File: src/rtl/cmsdk_apb4_eg_pkg.sv
// Shared types and constants for the APB4 example requester.
package cmsdk_apb4_eg_pkg;

  typedef enum logic [1:0] {
    ST_IDLE   = 2'd0,
    ST_SETUP  = 2'd1,
    ST_ACCESS = 2'd2,
    ST_RESP   = 2'd3
  } state_t;

  localparam int unsigned     WAIT_W   = 8;
  localparam logic [WAIT_W-1:0] WAIT_MAX = {WAIT_W{1'b1}};

  // Saturating increment for the wait-state counter.
  function automatic logic [WAIT_W-1:0] wait_inc(input logic [WAIT_W-1:0] v);
    return (v == WAIT_MAX) ? v : v + 1'b1;
  endfunction

endpackage

File: src/rtl/cmsdk_apb4_eg_master_if.sv
// Command/response handshake plus APB4 bus signals of the example requester.
interface cmsdk_apb4_eg_master_if #(
  parameter int ADDRWIDTH = 12
);
  // Handshakes: a beat transfers on the rising PCLK edge where valid & ready;
  // valid never waits on ready, and an offered payload stays put until taken.
  logic                 cmd_valid;
  logic                 cmd_ready;
  logic [ADDRWIDTH-1:0] cmd_addr;
  logic                 cmd_write;
  logic [31:0]          cmd_wdata;
  logic [3:0]           cmd_strb;
  logic [2:0]           cmd_prot;

  logic                 rsp_valid;
  logic                 rsp_ready;
  logic [31:0]          rsp_rdata;
  logic                 rsp_slverr;
  logic [7:0]           rsp_waits;

  logic                 PSEL;
  logic                 PENABLE;
  logic                 PWRITE;
  logic [ADDRWIDTH-1:0] PADDR;
  logic [31:0]          PWDATA;
  logic [3:0]           PSTRB;
  logic [2:0]           PPROT;
  logic [31:0]          PRDATA;
  logic                 PREADY;
  logic                 PSLVERR;

  modport master (
    input  cmd_valid, cmd_addr, cmd_write, cmd_wdata, cmd_strb, cmd_prot,
    output cmd_ready,
    output rsp_valid, rsp_rdata, rsp_slverr, rsp_waits,
    input  rsp_ready,
    output PSEL, PENABLE, PWRITE, PADDR, PWDATA, PSTRB, PPROT,
    input  PRDATA, PREADY, PSLVERR
  );

  modport slave (
    output cmd_valid, cmd_addr, cmd_write, cmd_wdata, cmd_strb, cmd_prot,
    input  cmd_ready,
    input  rsp_valid, rsp_rdata, rsp_slverr, rsp_waits,
    output rsp_ready,
    input  PSEL, PENABLE, PWRITE, PADDR, PWDATA, PSTRB, PPROT,
    output PRDATA, PREADY, PSLVERR
  );

endinterface

File: src/rtl/cmsdk_apb4_eg_master.sv
// APB4 requester: one command in, one APB4 transfer out, one response back.
module cmsdk_apb4_eg_master
  import cmsdk_apb4_eg_pkg::*;
#(
  parameter int ADDRWIDTH = 12
) (
  input  logic   PCLK,
  input  logic   PRESETn,
  cmsdk_apb4_eg_master_if.master bus,
  output state_t dbg_state
);

  state_t               state_q, state_d;
  logic [ADDRWIDTH-1:0] addr_q, addr_d;
  logic                 write_q, write_d;
  logic [31:0]          wdata_q, wdata_d;
  logic [3:0]           strb_q, strb_d;
  logic [2:0]           prot_q, prot_d;
  logic [31:0]          rdata_q, rdata_d;
  logic                 slverr_q, slverr_d;
  logic [WAIT_W-1:0]    waits_q, waits_d;

  always_ff @(posedge PCLK or negedge PRESETn) begin
    if (!PRESETn) begin
      state_q  <= ST_IDLE;
      addr_q   <= '0;
      write_q  <= 1'b0;
      wdata_q  <= '0;
      strb_q   <= '0;
      prot_q   <= '0;
      rdata_q  <= '0;
      slverr_q <= 1'b0;
      waits_q  <= '0;
    end else begin
      state_q  <= state_d;
      addr_q   <= addr_d;
      write_q  <= write_d;
      wdata_q  <= wdata_d;
      strb_q   <= strb_d;
      prot_q   <= prot_d;
      rdata_q  <= rdata_d;
      slverr_q <= slverr_d;
      waits_q  <= waits_d;
    end
  end

  always_comb begin
    state_d  = state_q;
    addr_d   = addr_q;
    write_d  = write_q;
    wdata_d  = wdata_q;
    strb_d   = strb_q;
    prot_d   = prot_q;
    rdata_d  = rdata_q;
    slverr_d = slverr_q;
    waits_d  = waits_q;
    unique case (state_q)
      ST_IDLE: begin
        if (bus.cmd_valid) begin
          addr_d  = bus.cmd_addr;
          write_d = bus.cmd_write;
          wdata_d = bus.cmd_wdata;
          // APB4 reads must present all-zero strobes.
          strb_d  = bus.cmd_write ? bus.cmd_strb : 4'b0000;
          prot_d  = bus.cmd_prot;
          waits_d = '0;
          state_d = ST_SETUP;
        end
      end
      ST_SETUP: state_d = ST_ACCESS;
      ST_ACCESS: begin
        if (bus.PREADY) begin
          slverr_d = bus.PSLVERR;
          rdata_d  = write_q ? 32'h0 : bus.PRDATA;
          state_d  = ST_RESP;
        end else begin
          waits_d = wait_inc(waits_q);
        end
      end
      ST_RESP: begin
        if (bus.rsp_ready) state_d = ST_IDLE;
      end
      default: state_d = ST_IDLE;
    endcase
  end

  // Bus control decodes straight from the state so reset drops PSEL at once.
  assign bus.cmd_ready  = (state_q == ST_IDLE);
  assign bus.rsp_valid  = (state_q == ST_RESP);
  assign bus.PSEL       = (state_q == ST_SETUP) || (state_q == ST_ACCESS);
  assign bus.PENABLE    = (state_q == ST_ACCESS);
  assign bus.PADDR      = addr_q;
  assign bus.PWRITE     = write_q;
  assign bus.PWDATA     = wdata_q;
  assign bus.PSTRB      = strb_q;
  assign bus.PPROT      = prot_q;
  assign bus.rsp_rdata  = rdata_q;
  assign bus.rsp_slverr = slverr_q;
  assign bus.rsp_waits  = waits_q;
  assign dbg_state      = state_q;

endmodule
File: src/flat_wrapper.sv
// flat-port wrapper written by rule: the top's interface ports become plain ports
module cmsdk_apb4_eg_master_flat import cmsdk_apb4_eg_pkg::*;
#(
  parameter int ADDRWIDTH = 12
)
  (PCLK, PRESETn, dbg_state, bus_cmd_valid, bus_cmd_addr, bus_cmd_write, bus_cmd_wdata, bus_cmd_strb, bus_cmd_prot, bus_cmd_ready, bus_rsp_valid, bus_rsp_rdata, bus_rsp_slverr, bus_rsp_waits, bus_rsp_ready, bus_PSEL, bus_PENABLE, bus_PWRITE, bus_PADDR, bus_PWDATA, bus_PSTRB, bus_PPROT, bus_PRDATA, bus_PREADY, bus_PSLVERR);
  cmsdk_apb4_eg_master_if #(.ADDRWIDTH(ADDRWIDTH)) bus_i ();
  input  logic PCLK;
  input  logic PRESETn;
  output state_t dbg_state;
  input wire logic [$bits(bus_i.cmd_valid)-1:0] bus_cmd_valid;
  input wire logic [$bits(bus_i.cmd_addr)-1:0] bus_cmd_addr;
  input wire logic [$bits(bus_i.cmd_write)-1:0] bus_cmd_write;
  input wire logic [$bits(bus_i.cmd_wdata)-1:0] bus_cmd_wdata;
  input wire logic [$bits(bus_i.cmd_strb)-1:0] bus_cmd_strb;
  input wire logic [$bits(bus_i.cmd_prot)-1:0] bus_cmd_prot;
  output wire logic [$bits(bus_i.cmd_ready)-1:0] bus_cmd_ready;
  output wire logic [$bits(bus_i.rsp_valid)-1:0] bus_rsp_valid;
  output wire logic [$bits(bus_i.rsp_rdata)-1:0] bus_rsp_rdata;
  output wire logic [$bits(bus_i.rsp_slverr)-1:0] bus_rsp_slverr;
  output wire logic [$bits(bus_i.rsp_waits)-1:0] bus_rsp_waits;
  input wire logic [$bits(bus_i.rsp_ready)-1:0] bus_rsp_ready;
  output wire logic [$bits(bus_i.PSEL)-1:0] bus_PSEL;
  output wire logic [$bits(bus_i.PENABLE)-1:0] bus_PENABLE;
  output wire logic [$bits(bus_i.PWRITE)-1:0] bus_PWRITE;
  output wire logic [$bits(bus_i.PADDR)-1:0] bus_PADDR;
  output wire logic [$bits(bus_i.PWDATA)-1:0] bus_PWDATA;
  output wire logic [$bits(bus_i.PSTRB)-1:0] bus_PSTRB;
  output wire logic [$bits(bus_i.PPROT)-1:0] bus_PPROT;
  input wire logic [$bits(bus_i.PRDATA)-1:0] bus_PRDATA;
  input wire logic [$bits(bus_i.PREADY)-1:0] bus_PREADY;
  input wire logic [$bits(bus_i.PSLVERR)-1:0] bus_PSLVERR;
  assign bus_i.cmd_valid = bus_cmd_valid;
  assign bus_i.cmd_addr = bus_cmd_addr;
  assign bus_i.cmd_write = bus_cmd_write;
  assign bus_i.cmd_wdata = bus_cmd_wdata;
  assign bus_i.cmd_strb = bus_cmd_strb;
  assign bus_i.cmd_prot = bus_cmd_prot;
  assign bus_cmd_ready = bus_i.cmd_ready;
  assign bus_rsp_valid = bus_i.rsp_valid;
  assign bus_rsp_rdata = bus_i.rsp_rdata;
  assign bus_rsp_slverr = bus_i.rsp_slverr;
  assign bus_rsp_waits = bus_i.rsp_waits;
  assign bus_i.rsp_ready = bus_rsp_ready;
  assign bus_PSEL = bus_i.PSEL;
  assign bus_PENABLE = bus_i.PENABLE;
  assign bus_PWRITE = bus_i.PWRITE;
  assign bus_PADDR = bus_i.PADDR;
  assign bus_PWDATA = bus_i.PWDATA;
  assign bus_PSTRB = bus_i.PSTRB;
  assign bus_PPROT = bus_i.PPROT;
  assign bus_i.PRDATA = bus_PRDATA;
  assign bus_i.PREADY = bus_PREADY;
  assign bus_i.PSLVERR = bus_PSLVERR;
  cmsdk_apb4_eg_master #(.ADDRWIDTH(ADDRWIDTH)) u_core (.PCLK(PCLK), .PRESETn(PRESETn), .bus(bus_i), .dbg_state(dbg_state));
endmodule
File: config.mk
export PLATFORM = sky130hd
export DESIGN_NAME = cmsdk_apb4_eg_master_flat
export DESIGN_NICKNAME = d
export VERILOG_FILES = /design/src/rtl/cmsdk_apb4_eg_pkg.sv /design/src/rtl/cmsdk_apb4_eg_master_if.sv /design/src/rtl/cmsdk_apb4_eg_master.sv /design/src/flat_wrapper.sv
export SDC_FILE = /design/constraint.sdc
export NUM_CORES = 1
export LEC_CHECK = 0
export BUFFER_PORTS_ARGS = -buffer_cell sky130_fd_sc_hd__buf_2
export CORE_ASPECT_RATIO = 0.7
export CORE_MARGIN = 4
export CORE_UTILIZATION = 46
export DETAILED_ROUTE_END_ITERATION = 8
export GPL_ROUTABILITY_DRIVEN = 0
export PLACE_DENSITY_LB_ADDON = 0.08
export SLEW_MARGIN = 20
export SYNTH_ARGS = -nofsm -noshare
export SYNTH_HDL_FRONTEND = slang
export SYNTH_SLANG_ARGS = --single-unit
File: constraint.sdc
create_clock -name PCLK -period 2.2 [get_ports PCLK]
set_clock_uncertainty 0.1 [all_clocks]
set_input_delay 0.11 -clock PCLK [delete_from_list [all_inputs] [get_ports PCLK]]
set_output_delay 0.11 -clock PCLK [all_outputs]
set_load 0.01 [all_outputs]
== After elaboration in Yosys (flattened, before gate mapping) ==
Cells that the tools add are included.
W data, S select, Z words.

* Register bits: 95
* Bits in latches: 0
* Memory bits (writable): 0
* Bits in read-only memories: 0
* Bits of input ports: 90
* Output and inout port bits: 99
* Word-level logic and storage cells: 36
* Memories kept: 0

* Add/sub/neg operators: 1
* $mul: 0
* Div/mod/pow operators: 0
* Order comparisons: 0
* Eq/ne operators: 9
* Shifts and indexed selects: 0
* Mux-type cells: 10
* Bitwise operators: 0
* Reduce and logical (&&, ||, !) cells: 7

{| class="wikitable"
|+ Operators by type and width
! cell !! number
|-
| $mux W32 || 1
|-
| $mux W8 || 3
|-
| $pmux W8 S2 || 1
|-
| $add A8 B1 Y8 const B || 1
|-
| $eq A8 B8 Y1 const B || 1
|-
| $pmux W2 S4 || 1
|-
| $mux W2 || 3
|-
| $ne A2 B2 Y1 const B || 3
|-
| $eq A2 B2 Y1 const B || 2
|-
| $mux W4 || 1
|-
| $ne A2 B1 Y1 const B || 2
|-
| $reduce_and A2 Y1 || 2
|-
| $reduce_and A4 Y1 || 1
|-
| $reduce_and A3 Y1 || 1
|-
| $eq A2 B1 Y1 const B || 1
|-
| $logic_not A2 Y1 || 1
|-
| $reduce_bool A2 Y1 || 1
|-
| $logic_or A1 B1 Y1 || 1
|}

== Logic depth before layout (Yosys ltp) ==
Gate-level depths: netlist of run 1.

* Depth in word-level cells: 4
* Gate-level depth with buffers: 9
* Depth with buffers taken out: 6

== Worst setup path after synthesis of run 1 ==
No wires, ideal clock.

* Path kind: register to register
* Start: register u_core.state_q[0] (netlist: u_core.dbg_state[0])
* End: register u_core.waits_q[3] (netlist: u_core.bus.rsp_waits[3])
* Setup time: 69 ps
* Arrival: 1,727 ps
* Required time: 2,031 ps
* Setup slack: 304 ps
* Stages on the path, launching flop included: 9
* Path buffers: 2
* Period minus slack after synthesis: 1,896 ps
* Cell sequence: dfrtp_1 > inv_1 > ha_1 > buf_6 > nand2_4 > buf_8 > o211ai_4 > or4b_1 > nand3_1

* Longest elaborated chain between the ends: 3
* Elaborated cells on any way between the ends: 8
* Those cells by class: eq/ne: 4; mux: 1; reduce/logical: 3

{| class="wikitable"
|+ RTL lines
! item !! line !! source
|-
| start: declaration || cmsdk_apb4_eg_master.sv:13 || <nowiki>state_t state_q, state_d;</nowiki>
|-
| start signal: assignment || cmsdk_apb4_eg_master.sv:35 || <nowiki>state_q <= state_d;</nowiki>
|-
| $eq A2 B2 Y1 * || -- ||
|-
| net bus_PENABLE || flat_wrapper.sv:24 || <nowiki>output wire logic [$bits(bus_i.PENABLE)-1:0] bus_PENABLE;</nowiki>
|-
| $ne A2 B2 Y1 (no source line) or $reduce_bool A2 Y1 (tied branches) || -- ||
|-
| $reduce_and A4 Y1 (no source line) || -- ||
|-
| end signal: assignment || cmsdk_apb4_eg_master.sv:43 || <nowiki>waits_q <= waits_d;</nowiki>
|-
| end: declaration || cmsdk_apb4_eg_master.sv:21 || <nowiki>logic [WAIT_W-1:0] waits_q, waits_d;</nowiki>
|}

Mark *: on every way through the listed nets, which the timed path passes. The rest lies on a longest branch.
A chain may end at the register's enable or synchronous reset.

== Final worst setup path of run 1 ==
* Start: register u_core.state_q[0] (netlist: u_core.dbg_state[0])
* End: register u_core.waits_q[6] (netlist: u_core.bus.rsp_waits[6])

* Longest elaborated chain between the ends: 3
* Elaborated cells on any way between the ends: 8
* Those cells by class: eq/ne: 4; mux: 1; reduce/logical: 3

{| class="wikitable"
|+ RTL lines
! item !! line !! source
|-
| $eq A2 B2 Y1 or $logic_not A2 Y1 (tied branches) || cmsdk_apb4_eg_master.sv:57 || <nowiki>unique case (state_q)</nowiki>
|-
| $ne A2 B2 Y1 (no source line) or $reduce_bool A2 Y1 (tied branches) || -- ||
|-
| $reduce_and A4 Y1 (no source line) || -- ||
|}

Parallel ways exist; a longest one is shown, timed or not.

==> results of run 1 <==
==> area by class of cell <==
| cell class | instances | area (sq um) | area share |
|---|---|---|---|
| well taps | 101 | 126 | 0.0204 |
| flip-flops and latches | 95 | 2380 | 0.384 |
| clock inverters | 5 | 81.3 | 0.0131 |
| clock buffers | 10 | 239 | 0.0386 |
| multi-input cells | 208 | 1440 | 0.232 |
| inverters | 4 | 15.0 | 0.00242 |
| repair buffers | 283 | 1920 | 0.310 |
==> metal layers <==
metal  up-vias  share of wire  track usage
li1       1651              -            -
met1      1620           0.39        0.251
met2       131           0.50        0.389
met3        26          0.084       0.0853
met4         0          0.023       0.0726
met5         -              0            0
==> final timing paths <==
path,endpoint,startpoint,slack (ns)
worst max-delay path,u_core.bus.rsp_waits[6]$_DFFE_PN0P_,u_core.dbg_state[0]$_DFFE_PN0P_,0.19
worst min-delay path,u_core.dbg_state[1]$_DFFE_PN0P_,bus_PREADY,0.15
worst max register to register,u_core.bus.rsp_waits[6]$_DFFE_PN0P_,u_core.dbg_state[0]$_DFFE_PN0P_,0.19
worst min register to register,u_core.bus.rsp_rdata[15]$_DFFE_PN0P_,u_core.bus.rsp_rdata[15]$_DFFE_PN0P_,0.37
max in group asynchronous,u_core.bus.PWDATA[5]$_DFFE_PN0P_,PRESETn,1.20
min in group asynchronous,u_core.bus.rsp_rdata[16]$_DFFE_PN0P_,PRESETn,0.17
==> sequential cells by signal, indices dropped and copies added (netlist names) <==
register,cells
u_core.bus.PADDR,12
u_core.bus.rsp_waits,8
u_core.bus.PWRITE,1
u_core.bus.rsp_rdata,32
u_core.bus.PPROT,3
u_core.dbg_state,2
u_core.bus.PWDATA,32
u_core.bus.rsp_slverr,1
u_core.bus.PSTRB,4
==> power by group through the flow <==
stage          Clock (mW)  Sequential (mW)  Combinational, mW
2_1_floorplan           0             3.48               1.50
3_3_place_gp            0             3.10               3.10
3_5_place_dp            0             3.15               3.18
4_1_cts              1.70             3.12               3.31
5_1_grt              1.79             3.26               3.61
6_report             1.67             3.14               3.29
==> cells by family after synthesis <==
kind of cell / Yosys count / share of synthesized area
adders and majority gates: 4 / 0.0127
buffers and inverters: 23 / 0.0330
AOI/OAI and AO/OA: 47 / 0.0711
muxes: 50 / 0.144
and+or+nand+nor: 107 / 0.136
DFF: 95 / 0.603
==> critical path: stages (launching register included) <==
cell and delay (ns):
dfrtp_1 0.41, inv_1 0.10, ha_1 0.31, nand4_1 0.18, o211ai_4 0.41, nor4b_1 0.10
a311o_1 0.28
==> layout by cell type, fill, tap and decap left out, types with 2 or more instances in the layout <==
cell type	netlist	layout
buf_12	0	3
dlygate4sd3_1	0	90
mux2_2	49	49
nand2b_1	33	33
nand3_1	4	4
bufinv_16	0	2
nor2_1	2	2
o221ai_1	3	3
buf_4	0	3
nand3b_1	3	3
nand4_1	2	2
ha_1	4	4
dfrtp_1	95	95
o21ai_0	39	39
clkbuf_16	0	9
nand2_1	56	55
inv_1	4	4
buf_2	5	187
==> stage by stage <==
| step | hold WS, ns | util |
|---|---|---|
| after global routing | 0.164 | 0.764 |
| after CTS | 0.153 | 0.764 |
| after floorplan | -0.286 | - |
| after detailed placement | -0.00603 | 0.613 |
| after global placement | -0.00909 | 0.613 |
| final | 0.151 | 0.764 |
==> flow_metrics.tcl, run 1 <==
set metrics [dict create \
    clock-sinks 95 \
    place_hpwl_microns 7100 \
    drtIter0Drc 180 \
    synth_common_cells "dfrtp_1, nand2_1, mux2_2" \
    power.leakage_nw 3.08 \
    grt_pass1_wl_microns 18200 \
    antenna_found_initial 0 \
    place_inst 601 \
    clock.fmax_mhz 496 \
    end_kind "flop" \
    instances_no_fill 706 \
    grt_max_degree 66 \
    drive_gt1_frac 0.435 \
    rows 27 \
    port-buffer-count 188 \
    synth_seq_area_share 0.603 \
    synth_cell_types 31 \
    post-route-min-period_ns 2.01 \
    cts_buffers 9 \
    drc 0 \
    synth_edf_count 0 \
    synthCells 326 \
    hold_path_depth 5 \
    slew_headroom 0.453 \
    dieArea_sq_um 10100 \
    avgViaCountPerCell 4.86 \
    status "complete, no violations" \
    maxCapViolCount 0 \
    clockRootBuffer "clkbuf_16" \
    post_cts_buffers 0 \
    syn_area_sq_um 3940 \
    power.total_mw 8.10 \
    dr_total_vias 3428 \
    rsz0062_at_grt "no" \
    cp_max_fo 16 \
    pwr-share-clk 0.206 \
    worst_r2r_path_depth 6 \
    peakVddDrop_v 0.000754 \
    yosysMostFrequentCell "dfrtp_1" \
    syn_nets 420 \
    worstMarginPinSlew_ns 0.821 \
    syn_avg_cell_area_sq_um 12.1 \
    place_ws_ns 0.206 \
    drt-pass1-iter-count 4 \
    yosysTopAreaCell "dfrtp_1" \
    overflow 0 \
    final_nets 695 \
    design_area_sq_um 6190 \
    intPower_mw 5.25 \
    setup_ws_ns 0.185 \
    yosysWarnings 0 \
    power_frac_comb 0.406 \
    async_reset_ff_frac 1.00 \
    start_kind "flop" \
    path_clk_slew_ns 0.06 \
    final-hold-violation-count 0 \
    cts_resized 0 \
    initial_core_util 0.486 \
    slew_violations 0 \
    min_path_type "in -> reg" \
    cts_hold_buf 90 \
    p_per_area_nw_per_um2 1310 \
    clkLatencyLatePin_ns 0.34 \
    ys.flop_type "dfrtp_1" \
    insertedDiodeCount 0 \
    cts_tree "done" \
    fillers 541 \
    fin_crit_sh 0.916 \
    die_width_microns 119 \
    wirelength_microns 10900 \
    cp.required_ns 2.32 \
    synth_top_area_share 0.603 \
    setup_tns_ns 0 \
    core_sq_um 8110 \
    die_height_microns 85.4 \
    first_global_vias 3722 \
    critPathArrivalTime_ns 2.13 \
    ant_nets 0 \
    setup_viol 0 \
    synthTopCellsByArea "dfrtp_1, mux2_2, nand2_1, nand2b_1, o21ai_0" \
    synth-seq-cells 95 \
    area_growth_syn_to_layout_pct 57.2 \
    wl_per_cell_microns 15.4 \
    swShare 0.352 \
    p_seq_frac 0.388 \
    placed_area_sq_um 4970 \
    timing_worst_setup_path_type "reg -> reg" \
    pin_count 189 \
    grt_use_total 0.222 \
    cts-htree-levels 3 \
    p_sw_mw 2.85 \
    clk_path_buf_depth 2 \
]
Power figures use the tool's default switching activity.
==> inputs of run 2 (changes only) <==
- clock period: 2.2 -> 1.89 ns (I/O delays scaled with it)
==> run 2 against run 1 <==
Global-route usage up 0.77 points. Flip-flop and latch count unchanged. Via count up 1.5%.
==> flow_metrics.tcl, run 2 (synthesis results as in run 1) <==
set metrics [dict create \
    clk_path_buf_depth 2 \
    rr_endpoint "u_core.bus.rsp_waits[3]$_DFFE_PN0P_" \
    grt_use_total 0.229 \
    die_width_microns 119 \
    mostFrequentLayoutCells "buf_2, dfrtp_1, dlygate4sd3_1" \
    avgViaCountPerCell 4.88 \
    p_per_area_nw_per_um2 1520 \
    dieArea_sq_um 10100 \
    power_frac_comb 0.420 \
    timing_worst_setup_path_type "reg -> reg" \
    cts-htree-levels 3 \
    r2r_start "u_core.dbg_state[0]$_DFFE_PN0P_" \
    crit_start "u_core.dbg_state[0]$_DFFE_PN0P_" \
    fin_util 0.770 \
    power.leakage_nw 3.11 \
    status "complete, no violations" \
    end_kind "flop" \
    min_path_type "in -> reg" \
    fin_crit_sh 0.962 \
    wl_per_cell_microns 15.8 \
    initial_core_util 0.486 \
    rrSetupSlack_ns 0.07 \
    antenna_found_initial 1 \
    intPower_mw 6.15 \
    cp.required_ns 2.06 \
    max_stage_delay_ns 0.52 \
    die_height_microns 85.4 \
    cp_max_fo 10 \
    area_growth_syn_to_layout_pct 58.4 \
    drtIter0Drc 129 \
    final_nets 702 \
    worstMarginPinSlew_ns 0.847 \
    post-route-min-period_ns 1.82 \
    clock.fmax_mhz 550 \
    place_hpwl_microns 7140 \
    clockRootBuffer "clkbuf_16" \
    peakVddDrop_v 0.000910 \
    cts_tree "done" \
    fillers 568 \
    grt_pass1_wl_microns 18600 \
    first_global_vias 3681 \
    pwr-share-clk 0.196 \
    hold_path_depth 5 \
    instances_no_fill 713 \
    path_buf_inv 1 \
    place_inst 606 \
    cpLargestDelayFamily "simple AND/OR/NAND/NOR gates" \
    hold_start "bus_PREADY" \
    final-hold-violation-count 0 \
    drt-pass1-iter-count 4 \
    start_kind "flop" \
    setup_viol 0 \
    p_sw_mw 3.34 \
    ant_nets 0 \
    wirelength_microns 11300 \
    min_to "u_core.dbg_state[1]$_DFFE_PN0P_" \
    dr_total_vias 3481 \
    path_clk_slew_ns 0.06 \
    slew_violations 0 \
    overflow 0 \
    critPathArrivalTime_ns 1.99 \
    core_sq_um 8110 \
    grt_max_degree 66 \
    mostFrequentLayoutCell "buf_2" \
    pin_count 189 \
    drc 0 \
    worstPathCellList "inv_1 -> ha_1 -> mux2_4 -> o211ai_4 -> or4b_1 -> nand3_1" \
    clkLatencyLatePin_ns 0.33 \
    p_seq_frac 0.384 \
    worst_r2r_path_depth 6 \
    cts_buffers 9 \
    rows 27 \
    drive_gt1_frac 0.444 \
    crit_path_top_delay_cell "or4b_1" \
    clock-sinks 95 \
    maxCapViolCount 0 \
    swShare 0.352 \
    port-buffer-count 188 \
    slew_headroom 0.435 \
]
-- run 2: per-stage QoR --
step                      setup TNS, ns  cell area, sq um  setup slack [ns]  total power [mW]  hold WS, ns
after floorplan                       0              3940            0.0443              5.79       -0.301
after global placement                0              5010             0.126              7.30      0.00151
after detailed placement              0              5010            0.0581              7.44     -0.00213
after CTS                             0              6210            0.0210              9.49        0.129
after global routing           -0.00664              6240          -0.00664              10.2        0.164
final                                 0              6240            0.0723              9.49        0.136
-- run 2: metal layers --
| metal | routed length, microns | vias to the layer above | global-route usage |
|---|---|---|---|
| met3 | 813 | 15 | 0.0713 |
| li1 | - | 1663 | - |
| met4 | 148 | 0 | 0.0715 |
| met5 | 0 | - | 0 |
| met1 | 4470 | 1681 | 0.266 |
| met2 | 5860 | 122 | 0.410 |
-- run 2: layout make-up --
cell class	count	area [sq um]	share of cell area
Timing Repair Buffer	290	1970	0.316
Inverter	4	15.0	0.00241
Clock buffer	9	225	0.0361
Antenna cell	1	2.50	0.000401
Clock inverter	5	75.1	0.0120
Tap cell	101	126	0.0202
Multi-Input combinational cell	208	1450	0.232
Sequential cell	95	2380	0.381
-- run 2: worst max path at each step --
stage / endpoint / slack [ns] / cells after the start
5_1_grt: u_core.bus.rsp_waits[3]$_DFFE_PN0P_ / -0.007 / 6
3_3_place_gp: u_core.bus.rsp_waits[3]$_DFFE_PN0P_ / 0.13 / 6
3_5_place_dp: u_core.bus.rsp_waits[3]$_DFFE_PN0P_ / 0.06 / 6
2_1_floorplan: u_core.bus.rsp_waits[3]$_DFFE_PN0P_ / 0.04 / 8
6_report: u_core.bus.rsp_waits[3]$_DFFE_PN0P_ / 0.07 / 6
4_1_cts: u_core.bus.rsp_waits[3]$_DFFE_PN0P_ / 0.02 / 6
-- run 2: worst reg2reg max path: stages (launching register included) --
cell and delay (ns):
dfrtp_1 0.37, inv_1 0.10, ha_1 0.24, mux2_4 0.22, o211ai_4 0.12, or4b_1 0.52, nand3_1 0.09
-- run 2: repair_timing --
| item | in CTS | in global routing |
|---|---|---|
| endpoints found under the setup margin | 0 | 4 |
| hold endpoints to repair | 120 | 0 |
| resized for setup | 0 | 2 |
| buffers inserted | 0 | 2 |
| hold buffers | 90 | 0 |
-- run 2: power groups by stage --
| stage | combinational [mW] | sequential (mW) | clock [mW] |
|---|---|---|---|
| 6_report | 3.98 | 3.65 | 1.86 |
| 5_1_grt | 4.36 | 3.81 | 1.99 |
| 4_1_cts | 3.96 | 3.63 | 1.90 |
| 3_5_place_dp | 3.79 | 3.65 | 0 |
| 3_3_place_gp | 3.70 | 3.60 | 0 |
| 2_1_floorplan | 1.75 | 4.05 | 0 |
